File: src/rtl/bioz_iq_accumulator.sv
// BioZ I/Q demodulator-accumulator: weights ADC samples by the synchronized
// quadrant reference and emits per-frame I/Q sums on a valid/ready port.
module bioz_iq_accumulator #(
    parameter int DW     = 12,
    parameter int NPER_W = 8,
    parameter int ACC_W  = 32
) (
    input  logic                    Clk,
    input  logic                    Resetn,
    input  logic                    Enable,
    input  logic [NPER_W-1:0]       NumPeriods,
    input  logic                    IP,
    input  logic                    QP,
    input  logic                    IN,
    input  logic                    QN,
    input  logic signed [DW-1:0]    AdcData,
    input  logic                    AdcValid,
    output logic signed [ACC_W-1:0] IOut,
    output logic signed [ACC_W-1:0] QOut,
    output logic                    OutValid,
    input  logic                    OutReady,
    output logic                    Overflow,
    output logic                    PhaseErr
);

    typedef enum logic [1:0] {IDLE, ARM, ACCUM} state_t;

    state_t                  state;
    logic [3:0]              sync1;
    logic [3:0]              ph;
    logic                    ip_d;
    logic [1:0]              inv_cnt;
    logic [NPER_W-1:0]       pcnt;
    logic [NPER_W-1:0]       nper_r;
    logic [NPER_W-1:0]       nper_eff;
    logic signed [ACC_W-1:0] acc_i;
    logic signed [ACC_W-1:0] acc_q;
    logic signed [ACC_W-1:0] d_i;
    logic signed [ACC_W-1:0] d_q;
    logic signed [ACC_W-1:0] sample;
    logic                    boundary;
    logic                    one_hot;
    logic                    last_period;
    logic                    load;

    // Quadrant references come from the Clk_IF domain; ph is ordered {QN, IN, QP, IP}
    always_ff @(posedge Clk or negedge Resetn) begin
        if (!Resetn) begin
            sync1 <= '0;
            ph    <= '0;
            ip_d  <= 1'b0;
        end else begin
            sync1 <= {QN, IN, QP, IP};
            ph    <= sync1;
            ip_d  <= ph[0];
        end
    end

    assign boundary    = ph[0] & ~ip_d;
    assign one_hot     = (ph != 4'd0) && ((ph & (ph - 4'd1)) == 4'd0);
    assign sample      = {{(ACC_W-DW){AdcData[DW-1]}}, AdcData};
    assign nper_eff    = (NumPeriods == '0) ? NPER_W'(1) : NumPeriods;
    assign last_period = (pcnt == nper_r - NPER_W'(1));
    assign load        = Enable && (state == ACCUM) && boundary && last_period;

    always_comb begin
        d_i = '0;
        d_q = '0;
        if (AdcValid && one_hot) begin
            case (ph)
                4'b0001: d_i = sample;
                4'b0100: d_i = -sample;
                4'b0010: d_q = sample;
                4'b1000: d_q = -sample;
                default: ;
            endcase
        end
    end

    always_ff @(posedge Clk or negedge Resetn) begin
        if (!Resetn) begin
            state    <= IDLE;
            pcnt     <= '0;
            nper_r   <= '0;
            acc_i    <= '0;
            acc_q    <= '0;
            IOut     <= '0;
            QOut     <= '0;
            OutValid <= 1'b0;
            Overflow <= 1'b0;
        end else begin
            // Results survive an Enable drop; only the handshake retires them
            if (load) begin
                IOut     <= acc_i;
                QOut     <= acc_q;
                OutValid <= 1'b1;
            end else if (OutReady) begin
                OutValid <= 1'b0;
            end

            if (!Enable)
                Overflow <= 1'b0;
            else if (load && OutValid && !OutReady)
                Overflow <= 1'b1;

            if (!Enable) begin
                state <= IDLE;
                pcnt  <= '0;
                acc_i <= '0;
                acc_q <= '0;
            end else begin
                case (state)
                    IDLE: begin
                        pcnt  <= '0;
                        acc_i <= '0;
                        acc_q <= '0;
                        state <= ARM;
                    end
                    ARM: begin
                        if (boundary) begin
                            state  <= ACCUM;
                            nper_r <= nper_eff;
                            pcnt   <= '0;
                            acc_i  <= d_i;
                            acc_q  <= d_q;
                        end
                    end
                    ACCUM: begin
                        // Frames abut: the boundary sample seeds the next frame
                        if (boundary && last_period) begin
                            acc_i  <= d_i;
                            acc_q  <= d_q;
                            pcnt   <= '0;
                            nper_r <= nper_eff;
                        end else begin
                            acc_i <= acc_i + d_i;
                            acc_q <= acc_q + d_q;
                            if (boundary)
                                pcnt <= pcnt + NPER_W'(1);
                        end
                    end
                    default: state <= IDLE;
                endcase
            end
        end
    end

    // PhaseErr needs two consecutive non-one-hot cycles, so single glitches pass
    always_ff @(posedge Clk or negedge Resetn) begin
        if (!Resetn) begin
            inv_cnt  <= '0;
            PhaseErr <= 1'b0;
        end else if (!Enable) begin
            inv_cnt  <= '0;
            PhaseErr <= 1'b0;
        end else if (one_hot) begin
            inv_cnt <= '0;
        end else begin
            if (inv_cnt != 2'd2)
                inv_cnt <= inv_cnt + 2'd1;
            if (inv_cnt != 2'd0)
                PhaseErr <= 1'b1;
        end
    end

endmodule

File: config.mk
export PLATFORM = sky130hd
export DESIGN_NAME = bioz_iq_accumulator
export DESIGN_NICKNAME = d
export VERILOG_FILES = /design/src/rtl/bioz_iq_accumulator.sv
export SDC_FILE = /design/constraint.sdc
export NUM_CORES = 1
export LEC_CHECK = 0
export CORE_UTILIZATION = 50
export DETAILED_ROUTE_END_ITERATION = 6
export GPL_ROUTABILITY_DRIVEN = 0
export PLACE_DENSITY_LB_ADDON = 0.1
export SYNTH_ARGS = -nofsm -noshare
export SYNTH_HDL_FRONTEND = slang
export SYNTH_SLANG_ARGS = --single-unit
File: constraint.sdc
create_clock -name Clk -period 8.6 [get_ports Clk]
set_input_delay 1.29 -clock Clk [delete_from_list [all_inputs] [get_ports Clk]]
set_output_delay 1.29 -clock Clk [all_outputs]
set_load 0.05 [all_outputs]
; ---- Word-level counts from Yosys, hierarchy flattened
; Index checks and enable logic that the tools add are counted.
[totals]
regBits = 160
input_bits = 29
[classes]
addsub = 7
eq_ne = 18
mux = 34
n_bitwise = 3
reduce_logical = 21
[ops]
columns = cell, n
row1 = $mux 32, 8
row2 = $pmux 32 s3, 2
row3 = $pmux 32 s2, 2
row4 = $add 32x32->32, 2
row5 = $mux 8, 7
row6 = $neg 12->32, 1
row7 = $pmux 8 s3, 1
row8 = $pmux 8 s2, 1
row9 = $mux 2, 5
row10 = $add 8x1->8 const B, 1
row11 = $eq 8x8->1, 1
row12 = $logic_and 1x1->1, 8
row13 = $logic_not 8->1, 1
row14 = $ne 2x2->1 const B, 4
row15 = $sub 8x1->8 const B, 1
row16 = $mux 1, 7
row17 = $ne 2x1->1 const B, 3
row18 = $pmux 2 s3, 1
row19 = $reduce_and 2->1, 3
row20 = $reduce_bool 2->1, 3
row21 = $and 4x4->4, 1
row22 = $eq 4x1->1 const B, 1
row23 = $eq 4x2->1 const B, 1
row24 = $eq 4x3->1 const B, 1
row25 = other kinds (17), 17

; ---- Logic depth before layout (Yosys ltp)
; Gate-level depths: netlist (run 1).
[logic_depth]
ltp_word = 10
mapped_depth = 19
mapped_depth_nobuf = 19

; ---- Worst setup path after synthesis (run 1)
; OpenSTA, ideal clock, no wires.
[synth_path]
path_kind = input to register
start = in AdcData[0]
end = reg acc_q[25]
t_arrival_ns = 4.822
required_time_ns = 8.470
setup_slack_ns = 3.647
stages = 19
n_path_buf = 0
cell_sequence = inv_1 ha_1 nand2_1 nor3_1 nand3b_1 nand2b_1 ha_1 o21ai_0 and3_1 ha_1 a21o_1 a21oi_1 o21ai_0 a211o_1 a31o_2 a221o_1 a21oi_1 xnor2_1 o21ai_1
[synth_via]
elab_chain_cells = 7
[synth_rtl]
columns = item, line
row1 = from (decl), 16  ; input logic signed [DW-1:0] AdcData,
row2 = $neg 12->32, 74  ; 4'b1000: d_q = -sample;
row3 = $pmux 32 s2 *, 70  ; case (ph)
row4 = $mux 32 *, 69  ; if (AdcValid && one_hot) begin
row5 = $add 32x32->32, 137  ; acc_q <= acc_q + d_q;
row6 = $mux 32, 130  ; if (boundary && last_period) begin
row7 = $pmux 32 s3 *, 112  ; case (state)
row8 = $mux 32 *, 106  ; if (!Enable) begin
row9 = to (signal assigned), 125  ; acc_q <= d_q;
row10 = to (signal assigned), 132  ; acc_q <= d_q;
row11 = to (signal assigned), 137
row12 = to (decl), 37  ; logic signed [ACC_W-1:0] acc_q;
; Mark *: on every way between the ends. The rest lies on a longest branch, timed or not. The select of a mux whose other input is x is not followed.
; A chain may end at the register's enable or synchronous reset.

; ---- Worst setup path in the final report (run 1)
[layout_path]
start = in AdcData[1]
end = reg acc_i[31]
[layout_via]
elab_chain_cells = 7
[layout_rtl]
columns = item, line
row1 = $neg 12->32, 72  ; 4'b0100: d_i = -sample;
row2 = $pmux 32 s2 *, 70
row3 = $mux 32 *, 69
row4 = $add 32x32->32, 136  ; acc_i <= acc_i + d_i;
row5 = $mux 32, 130
row6 = $pmux 32 s3 *, 112
row7 = $mux 32 *, 106
row8 = to (signal assigned), 124  ; acc_i <= d_i;
row9 = to (signal assigned), 131  ; acc_i <= d_i;
row10 = to (signal assigned), 136
row11 = to (decl), 36  ; logic signed [ACC_W-1:0] acc_i;
; Marks and branches as above.

==> results, run 1 <==
- Counting flops and latches in the post-synthesis netlist gives 160.
- The mean instance size in the synthesized netlist is a little over 9 µm².
- The share of synthesized area in the top cell type comes to 35.3%.
- The post-route netlist has 9.63% of its cells at a drive strength greater than 1.
- The routed layout has between 9k and 10k vias.
- In this run the worst setup path terminates at acc_i[31].
- Tracing the worst setup path back leads to its startpoint at AdcData[1].
- For flop-to-flop paths, the worst setup slack is 3840 ps.
- The net count of the finished layout is 1,399.
- The number of CTS-inserted buffers is 17.
- The initial core utilization is between 50% and 60%.
- Counting instances, the worst hold path has a depth of 0.
- Counting flops with an async set or reset pin after synthesis yields a share of 100%.
- For the worst flop-to-flop path, the logic depth is 14.
- The number of slew-limit violations in the final report is 0.
- The longest individual stage delay on the worst path is 670 ps.
- During synthesis, Yosys emitted a total of 0 warnings.
- At the worst endpoint, the required time is 8980 ps.
- At the pin with the least slew margin, the transition time is 1190 ps.
- The master of the slowest instance on the critical path is sky130_fd_sc_hd__nor3b_1.
- The worst path needs 5760 ps of the cycle, external delays included.
- After layout, the worst path uses 66.9% of the clock period.
- The xor/xnor cell area share of the yosys netlist is between 5 and 6%.
- In the final timing run, aggregate negative setup slack is 0 ps.
- The sequential power share is between 40% and 50%.
- Summing the areas of all and, or, nand and nor instances in the mapped netlist gives between 10% and 20% of the synthesized area.
- The count of placed standard cells including taps is 1,535.
- The dominant combinational cell family by area after synthesis is compound AO/OA/AOI/OAI gates.
- The first-pass GRT wire length is roughly 48 mm.
- The later pin in the worst-skew pair is clocked with a latency of 450 ps.
- The quantity of hold-fixing buffers added after cts is 0.
- The number of H-tree levels is 4.
- The largest voltage drop on the vdd net is 0.109 mV.
- The routed design has 29.1 mm of wire.
- The number of buffers and inverters on the critical path is 2.
- For this run, the top clock speed supported by timing is approximately 170 MHz.
- For this run, design rule violations remaining after detail routing come to 3.
- The run finished, with violations left.
- The arrival time reported for the critical path endpoint is 6130 ps.
- The finished layout holds between 1.5k and 2k standard cells, fillers aside.
- TritonCTS built the clock tree.
- The synthesized netlist devotes 22.1% of its cell area to compound gates.
- The count of final hold-check violations is 0.
- The peak fanout along the critical path is 7.
- The class of the worst hold path is flip-flop to flip-flop.
- The leakage power total is 6.21 nW.
- The kind of critical path is input pin to flip-flop.
- Synthesis handed over a netlist of roughly 1.2k instances.
- The worst-case clock buffer depth is 2.
- The proportion of synthesized chip area in sequential cells is 35.3%.
- Internal power comes to roughly 0.0013 W.
- Across every metal layer, demand over resource in global routing totals between 20% and 30%.
- The startpoint identified for the worst register-to-register timing path is ph[0].
- Sorting the synthesized cells by area gives the leading types as sky130_fd_sc_hd__dfrtp_1, sky130_fd_sc_hd__ha_1, sky130_fd_sc_hd__a21oi_1.
- The part of the power in the clock network is roughly 39%.
- After legalization and detailed placement, the total HPWL measured between 20 and 25 mm.
- The count of routing violations after the opening detailed-route iteration is between 600 and 700.
- After global routing the overflow that remains totals 0.
- The worst register-to-register path ends at acc_q[31].
- In this run the number of cells on the critical path is 19.
- Walking the worst path, the cells encountered are clkdlybuf4s50_1, inv_1, ha_1, nand2_1, nor3_1, nor3b_1, nor3_1, a21oi_1, nor2_1, ha_1, a21o_1, a21o_1, a21oi_1, o22ai_1, nor3b_1, o211ai_1, a2111oi_0, a311oi_1, nand2_1.
- Before CTS, the worst setup slack after placement is between 2000 and 2500 ps.
- The critical path startpoint category is an input pin.
- The kind of cell with the highest combined delay along the critical path is simple AND/OR/NAND/NOR gates.
- Of the total power, the share spent switching nets is 33.1%.
- Setup repair after global routing left no endpoint under its margin.
- The design draws approximately 0.0020 W.
- Once detail routing completed, the nets flagged for antenna violations numbered 0.
- In the final routed layout, each cell accounts on average for 18.5 µm.
- The height of the die is between 150 and 200 µm.
- In this run the standard cell core region covers roughly 22,000 µm².
- The die is ~150 µm wide.
- The initial antenna violation count came to 0.
- The top flip-flop cell by instance count after synthesis is sky130_fd_sc_hd__dfrtp_1.
- The number of gates resized after CTS is 0.
- Measured against its own limit, the worst slew margin works out to roughly a fifth.
- The number of enable flip-flop cells after synthesis is 0.
- STA classifies the critical path endpoint as a flip-flop.
- The post-route worst setup slack is approximately 2800 ps.
- In this run the power density over the cells is about 150 nW/µm².
- In this run the cell area of the synthesized design comes to 11,400 µm².
- The via count of the first global-routing pass came to 9,284.
- The root buffer selected by CTS is sky130_fd_sc_hd__clkbuf_16.
- The post-synthesis to final-layout area growth is 14.8%.
- The number of core rows is 54.
- The maximum number of pins on one net before global-route repair is 87.
- The multiplexer fraction of the synthesized cell area is between 8 and 9%.
- The clock-pin slew reported for the worst setup and hold paths after clock tree synthesis is 70 ps.
- For this design the total switching power over the nets is 0.000666 W.
- Combinational cells account for between 20% and 30% of the total power.
- The first detailed-routing pass took 7 iterations.
- The total I/O pin count is 96.
- The final reports fail on design-rule violations.
- The die covers between 20,000 and 25,000 µm².
- Buffers added to address setup during post-CTS repair amount to 0.
- The count of buffers from port buffering is between 90 and 100.
- Yosys mapped the design onto 74 distinct sky130hd cell types.
- Setup violations remaining at the end of the flow were counted as 0.
- The arithmetic-cell share of the synthesized area counting full adders, half adders and majority gates is a little over a tenth.
- The clock skew is 14.6 ps.
- The clock sink total is between 150 and 200.
- Max-cap violations in this run came to 0.
- Dividing the detail-routed via count by the number of cells gives roughly 6.1.
- The post-synth net total is 1,339.
- The top cell type by total area after synthesis is sky130_fd_sc_hd__dfrtp_1.
[Yosys cell counts (10+ instances only)]
library cell	n
sky130_fd_sc_hd__dfrtp_1	160
sky130_fd_sc_hd__nand2_1	116
sky130_fd_sc_hd__a21oi_1	112
sky130_fd_sc_hd__ha_1	94
sky130_fd_sc_hd__o21ai_0	93
sky130_fd_sc_hd__nor2_1	75
sky130_fd_sc_hd__clkbuf_1	45
sky130_fd_sc_hd__mux2_4	37
sky130_fd_sc_hd__xnor2_1	35
sky130_fd_sc_hd__xor2_1	33
sky130_fd_sc_hd__a22o_1	32
sky130_fd_sc_hd__mux2_2	30
sky130_fd_sc_hd__a21o_1	28
sky130_fd_sc_hd__nor3_1	28
sky130_fd_sc_hd__and3_1	25
sky130_fd_sc_hd__inv_1	25
sky130_fd_sc_hd__a22oi_1	22
sky130_fd_sc_hd__nand3_1	22
sky130_fd_sc_hd__o21a_1	15
sky130_fd_sc_hd__nand2b_1	11
sky130_fd_sc_hd__o211ai_1	11
sky130_fd_sc_hd__nand3b_1	10
[area by class of cell]
cell class              count  area (µm²)
diodes                      1        2.50
clock buffers              21         460
clock inverters            11         128
fillers                  1924        8990
inverters                  25        93.8
multi-input cells         967        6990
flip-flops and latches    160        4000
well taps                 280         350
repair buffers            103        1010
[layer usage]
metal	share of wire, %	track usage [%]	up-vias	routed length [µm]
met4	2.1	8.56	0	608
met3	5.5	4.15	39	1610
met1	46	35.3	4565	13400
li1	-	-	4581	-
met5	0	0	-	0
met2	46	41.9	322	13400
[worst reg2reg max path, cell delays in order, from the launching register on]
cell,delay [ps]
sky130_fd_sc_hd__dfrtp_1,530
sky130_fd_sc_hd__nor4b_1,900
sky130_fd_sc_hd__nand2_1,650
sky130_fd_sc_hd__o21ai_0,230
sky130_fd_sc_hd__and3_1,210
sky130_fd_sc_hd__ha_1,300
sky130_fd_sc_hd__a21oi_1,290
sky130_fd_sc_hd__o21ba_2,190
sky130_fd_sc_hd__a2bb2oi_1,150
sky130_fd_sc_hd__o211ai_1,200
sky130_fd_sc_hd__o21a_1,270
sky130_fd_sc_hd__or3_1,370
sky130_fd_sc_hd__nand3_1,100
sky130_fd_sc_hd__mux2i_1,180
sky130_fd_sc_hd__o21ai_0,80
[power groups by stage]
stage	logic, W	clock network [W]	registers (W)
floorplan	0.000284	0	0.000822
global placement	0.000408	0	0.000830
detailed placement	0.000414	0	0.000831
CTS	0.000416	0.000790	0.000817
global route	0.000455	0.000818	0.000822
finish	0.000416	0.000780	0.000817
[how the worst min path moves through the flow]
| stage | start | to | slack [ps] |
|---|---|---|---|
| floorplan | sync1[0] | ph[0] | 330 |
| global placement | sync1[3] | ph[3] | 340 |
| detailed placement | sync1[3] | ph[3] | 330 |
| CTS | sync1[3] | ph[3] | 350 |
| global route | sync1[3] | ph[3] | 360 |
| finish | sync1[3] | ph[3] | 350 |
[registers in the layout (all words and copies together) (netlist names)]
signal,flops
IOut,32
QOut,32
acc_i,32
acc_q,32
nper_r,8
pcnt,8
ph,4
sync1,4
inv_cnt,2
state,2
OutValid,1
Overflow,1
PhaseErr,1
ip_d,1
[cell families after synthesis]
logic type,Yosys count
compound gates,385
fa+ha+maj,96
simple gates,343
xor+xnor,68
mux,75
flops,160
buf+inv,87
[stage by stage]
| step | hold slack [ps] | util (%) | instance area, µm² |
|---|---|---|---|
| floorplan | 331 | - | 11400 |
| global placement | 337 | 56.5 | 12400 |
| detailed placement | 335 | 56.5 | 12400 |
| CTS | 349 | 59.2 | 13000 |
| global route | 359 | 59.2 | 13000 |
| finish | 349 | 59.2 | 13000 |
[cell usage in the layout, fill, tap and decap left out, drive strengths merged, types with 15 or more instances in the layout]
| cell | count |
|---|---|
| nand3 | 22 |
| o21ai | 97 |
| nor3 | 28 |
| inv | 28 |
| o21a | 15 |
| a22o | 32 |
| dfrtp | 160 |
| a21oi | 112 |
| clkdlybuf4s50 | 94 |
| nand2 | 116 |
| a21o | 28 |
| mux2 | 70 |
| ha | 94 |
| clkbuf | 21 |
| xnor2 | 35 |
| and3 | 25 |
| xor2 | 33 |
| nor2 | 75 |
| a22oi | 22 |
Power figures use the tool's default switching activity.
==> run 2: changes to the inputs <==
==> constraint.sdc (replaced) <==
create_clock -name Clk -period 5.45 [get_ports Clk]
set_input_delay 0.8175 -clock Clk [delete_from_list [all_inputs] [get_ports Clk]]
set_output_delay 0.8175 -clock Clk [all_outputs]
set_load 0.05 [all_outputs]
==> run 2 against run 1 <==
  * The run still ends with design-rule violations left
  * Routed wire length fell by 0.53%
  * Register-to-register slack got worse by 3000 ps
  * Sequential cell count unchanged
  * Highest routed layer unchanged
  * Largest cell class unchanged
  * Global-route usage decreased by 0.45 points
==> results, run 2 (synthesized netlist as in run 1, its figures left out) <==
- The core box area is 22,000 µm² (unchanged).
- The via density per instance is 6.02 (was 6.06).
- The critical path data required time is 5760 ps (was 8980 ps).
- The aggregate routed wire length is 28.9 mm (was 29.1 mm).
- The class of the worst hold path is flip-flop to flip-flop (unchanged).
- The largest voltage drop on the vdd net was 0.185 mV (was 0.109 mV).
- The critical path capture point type is a flip-flop (unchanged).
- The maximum number of pins on one net before global-route repair came to 89 (was 87).
- Failing checks: design-rule violations (unchanged).
- The post-synthesis to final-layout area growth is 15.6% (was 14.8%).
- The highest clock frequency the design can meet is about 200 MHz.
- The worst-skew pair later-pin latency is 440 ps (was 450 ps).
- The remaining design rule violation count is 1 (was 3).
- The area of the die came to 23,300 µm² (unchanged).
- The total of fill cells in the finished design is 1,948 (was 1,924).
- The clock skew is 12.3 ps (was 14.6 ps).
- The number of max-capacitance violations reported is 0 (unchanged).
- The number of core rows is 54 (unchanged).
- The peak fanout along the critical path was 7 (unchanged).
- The number of gates resized after CTS came to 0 (unchanged).
- The count of final hold-check violations is 0 (unchanged).
- The headroom to the max-slew limit is 25.1% (was 20.5%).
- The leading cell type in the layout, fill and taps excluded is sky130_fd_sc_hd__dfrtp_1 (unchanged).
- The clock-pin slew reported for the worst setup and hold paths after clock tree synthesis is 70 ps (about the same).
- The slew at the pin with the worst max-slew slack is 1120 ps (was 1190 ps).
- The endpoint of the worst setup timing path is acc_q[25] (was acc_i[31]).
- The cell count of the worst reg-to-reg path is 14 (unchanged).
- The number of endpoints failing setup at the final stage is 0 (unchanged).
- The initial core utilization was 51.6% (unchanged).
- The critical path launch point was AdcData[1] (unchanged).
- The register-to-register setup slack was 850 ps (was 3840 ps).
- The endpoint of the most critical register-to-register path is acc_i[31] (was acc_q[31]).
- The detail-routed net length per standard cell is 18.3 µm (was 18.5 µm).
- The post-detailed-route count of antenna-violating nets came to 0 (unchanged).
- The TritonCTS clock tree is built (unchanged).
- The count of placed standard cells including taps was 1,548 (was 1,535).
- The leakage power total is 6.28 nW (was 6.21 nW).
- The first-pass detailed-route iteration total is 7 (unchanged).
- The arrival time reported for the critical path endpoint is 5180 ps (was 6130 ps).
- The total I/O pin count is 96 (unchanged).
- The setup TNS is 0 ps (unchanged).
- The overall routing resource usage was 25.4% (was 25.9%).
- The total power per unit cell area is 240 nW/µm² (was 154 nW/µm²).
- The quantity of hold-fixing buffers added after cts is 0 (unchanged).
- The core occupancy in the finished layout is 59.6% (was 59.2%).
- The hold slack is 349 ps (about the same).
- The kind of critical path is input pin to flip-flop (unchanged).
- Outcome: complete, but fails checks (unchanged).
- The via count of the first global-routing pass is 9,310 (was 9,284).
- The footprint of the multi-input gates is 6990 µm² (unchanged).
- The number of CTS-inserted buffers came to 17 (unchanged).
- The count of routing violations after the opening detailed-route iteration came to 685 (was 613).
- The initial antenna violation count was 0 (unchanged).
- The source of the worst register-to-register timing path is ph[0] (unchanged).
- The area taken by flip-flops and latches is 4000 µm² (unchanged).
- The number of non-filler instances in the completed layout is 1,580 (was 1,568).
- Leading cell types in the layout, fill and taps excluded: sky130_fd_sc_hd__dfrtp_1, sky130_fd_sc_hd__nand2_1, sky130_fd_sc_hd__a21oi_1 (unchanged).
- The die boundary width came to 153 µm (unchanged).
- The post-CTS setup repair buffer count is 0 (unchanged).
- The number of slew-limit violations in the final report is 0 (unchanged).
- The worst path uses about nine tenths of the clock period.
- The proportion of layout cells with a drive suffix above 1 is 10.7% (was 9.63%).
- The worst-case clock buffer depth is 2 (unchanged).
- The post-layout instance area is 13,100 µm² (was 13,000 µm²).
- The post-detailed-placement half-perimeter wirelength is 20.6 mm (was 20.2 mm).
- The total congestion overflow was 0 (unchanged).
- The instance area at placement was 12,600 µm² (was 12,400 µm²).
- The first-pass GRT wire length is 47.5 mm (was 48.3 mm).
- The clock sink total is 160 (unchanged).
- The height of the die came to 153 µm (unchanged).
- The root buffer selected by CTS was sky130_fd_sc_hd__clkbuf_16 (unchanged).
- The final period demand of the worst path is 4860 ps.
- The number of vias in the routed layout is 9,513 (was 9,507).
- The count of buffers from port buffering is 95 (unchanged).
- Unrepaired setup endpoints after global routing: false (unchanged).
- The final layout net count is 1,412 (was 1,399).
- The number of diodes is 0 (was 1).
- The number of H-tree levels is 4 (unchanged).
- The critical path startpoint category is an input pin (unchanged).
## run 2: cell count changes in the layout (fill, tap and decap cells not counted), sizes merged
cell      delta
buf         +13
bufinv       -1
clkbuf       -4
clkinv       +1
clkinvlp     -1
diode        -1
inv          +5
## run 2: layer usage
metal  vias up  track usage [%]  share of wire (%)
li1       4605                -                  -
met3        55             3.84                5.5
met5         -                0                  0
met2       289             40.7                 45
met4         0             10.4                2.7
met1      4564             34.4                 47
## run 2: final cells by class
cell class | count | share of cell area (%)
clock inverters | 15 | 1.14
multi-input cells | 967 | 53.2
repair buffers | 116 | 8.55
clock buffers | 17 | 3.24
flip-flops and latches | 160 | 30.5
inverters | 25 | 0.715
well taps | 280 | 2.67
## run 2: metrics by stage
step	power [W]	setup slack, ps
6_report	0.00315	589
5_1_grt	0.00329	75.0
4_1_cts	0.00318	664
3_5_place_dp	0.00197	220
3_3_place_gp	0.00196	285
2_1_floorplan	0.00175	970
## run 2: critical path: stages
cell                              delay (ps)
sky130_fd_sc_hd__clkdlybuf4s50_1         480
sky130_fd_sc_hd__inv_1                    80
sky130_fd_sc_hd__ha_1                    220
sky130_fd_sc_hd__nand2_1                 120
sky130_fd_sc_hd__nor3_1                  150
sky130_fd_sc_hd__buf_4                   180
sky130_fd_sc_hd__nand3b_1                150
sky130_fd_sc_hd__nand2b_1                200
sky130_fd_sc_hd__ha_1                    290
sky130_fd_sc_hd__o21ai_0                 150
sky130_fd_sc_hd__and3_1                  230
sky130_fd_sc_hd__ha_1                    310
sky130_fd_sc_hd__a21o_1                  200
sky130_fd_sc_hd__a21oi_1                 190
sky130_fd_sc_hd__o21ai_0                 100
sky130_fd_sc_hd__a211o_1                 290
sky130_fd_sc_hd__a31o_2                  280
sky130_fd_sc_hd__a221o_1                 350
sky130_fd_sc_hd__a21oi_1                 170
sky130_fd_sc_hd__xnor2_1                 140
sky130_fd_sc_hd__o21ai_1                  70
## run 2: power by group
part	internal (W)	total [W]	switching [W]
registers	0.00123	0.00129	0.0000558
clock network	0.000645	0.00120	0.000556
logic	0.000198	0.000664	0.000466
## run 2: how the worst min path moves through the flow
stage,startpoint,end,slack (ps),cells after the start
floorplan,sync1[0],ph[0],330,0
global placement,sync1[3],ph[3],330,0
global route,sync1[1],ph[1],360,0
detailed placement,sync1[3],ph[3],340,0
finish,sync1[3],ph[3],350,0
CTS,sync1[3],ph[3],350,0
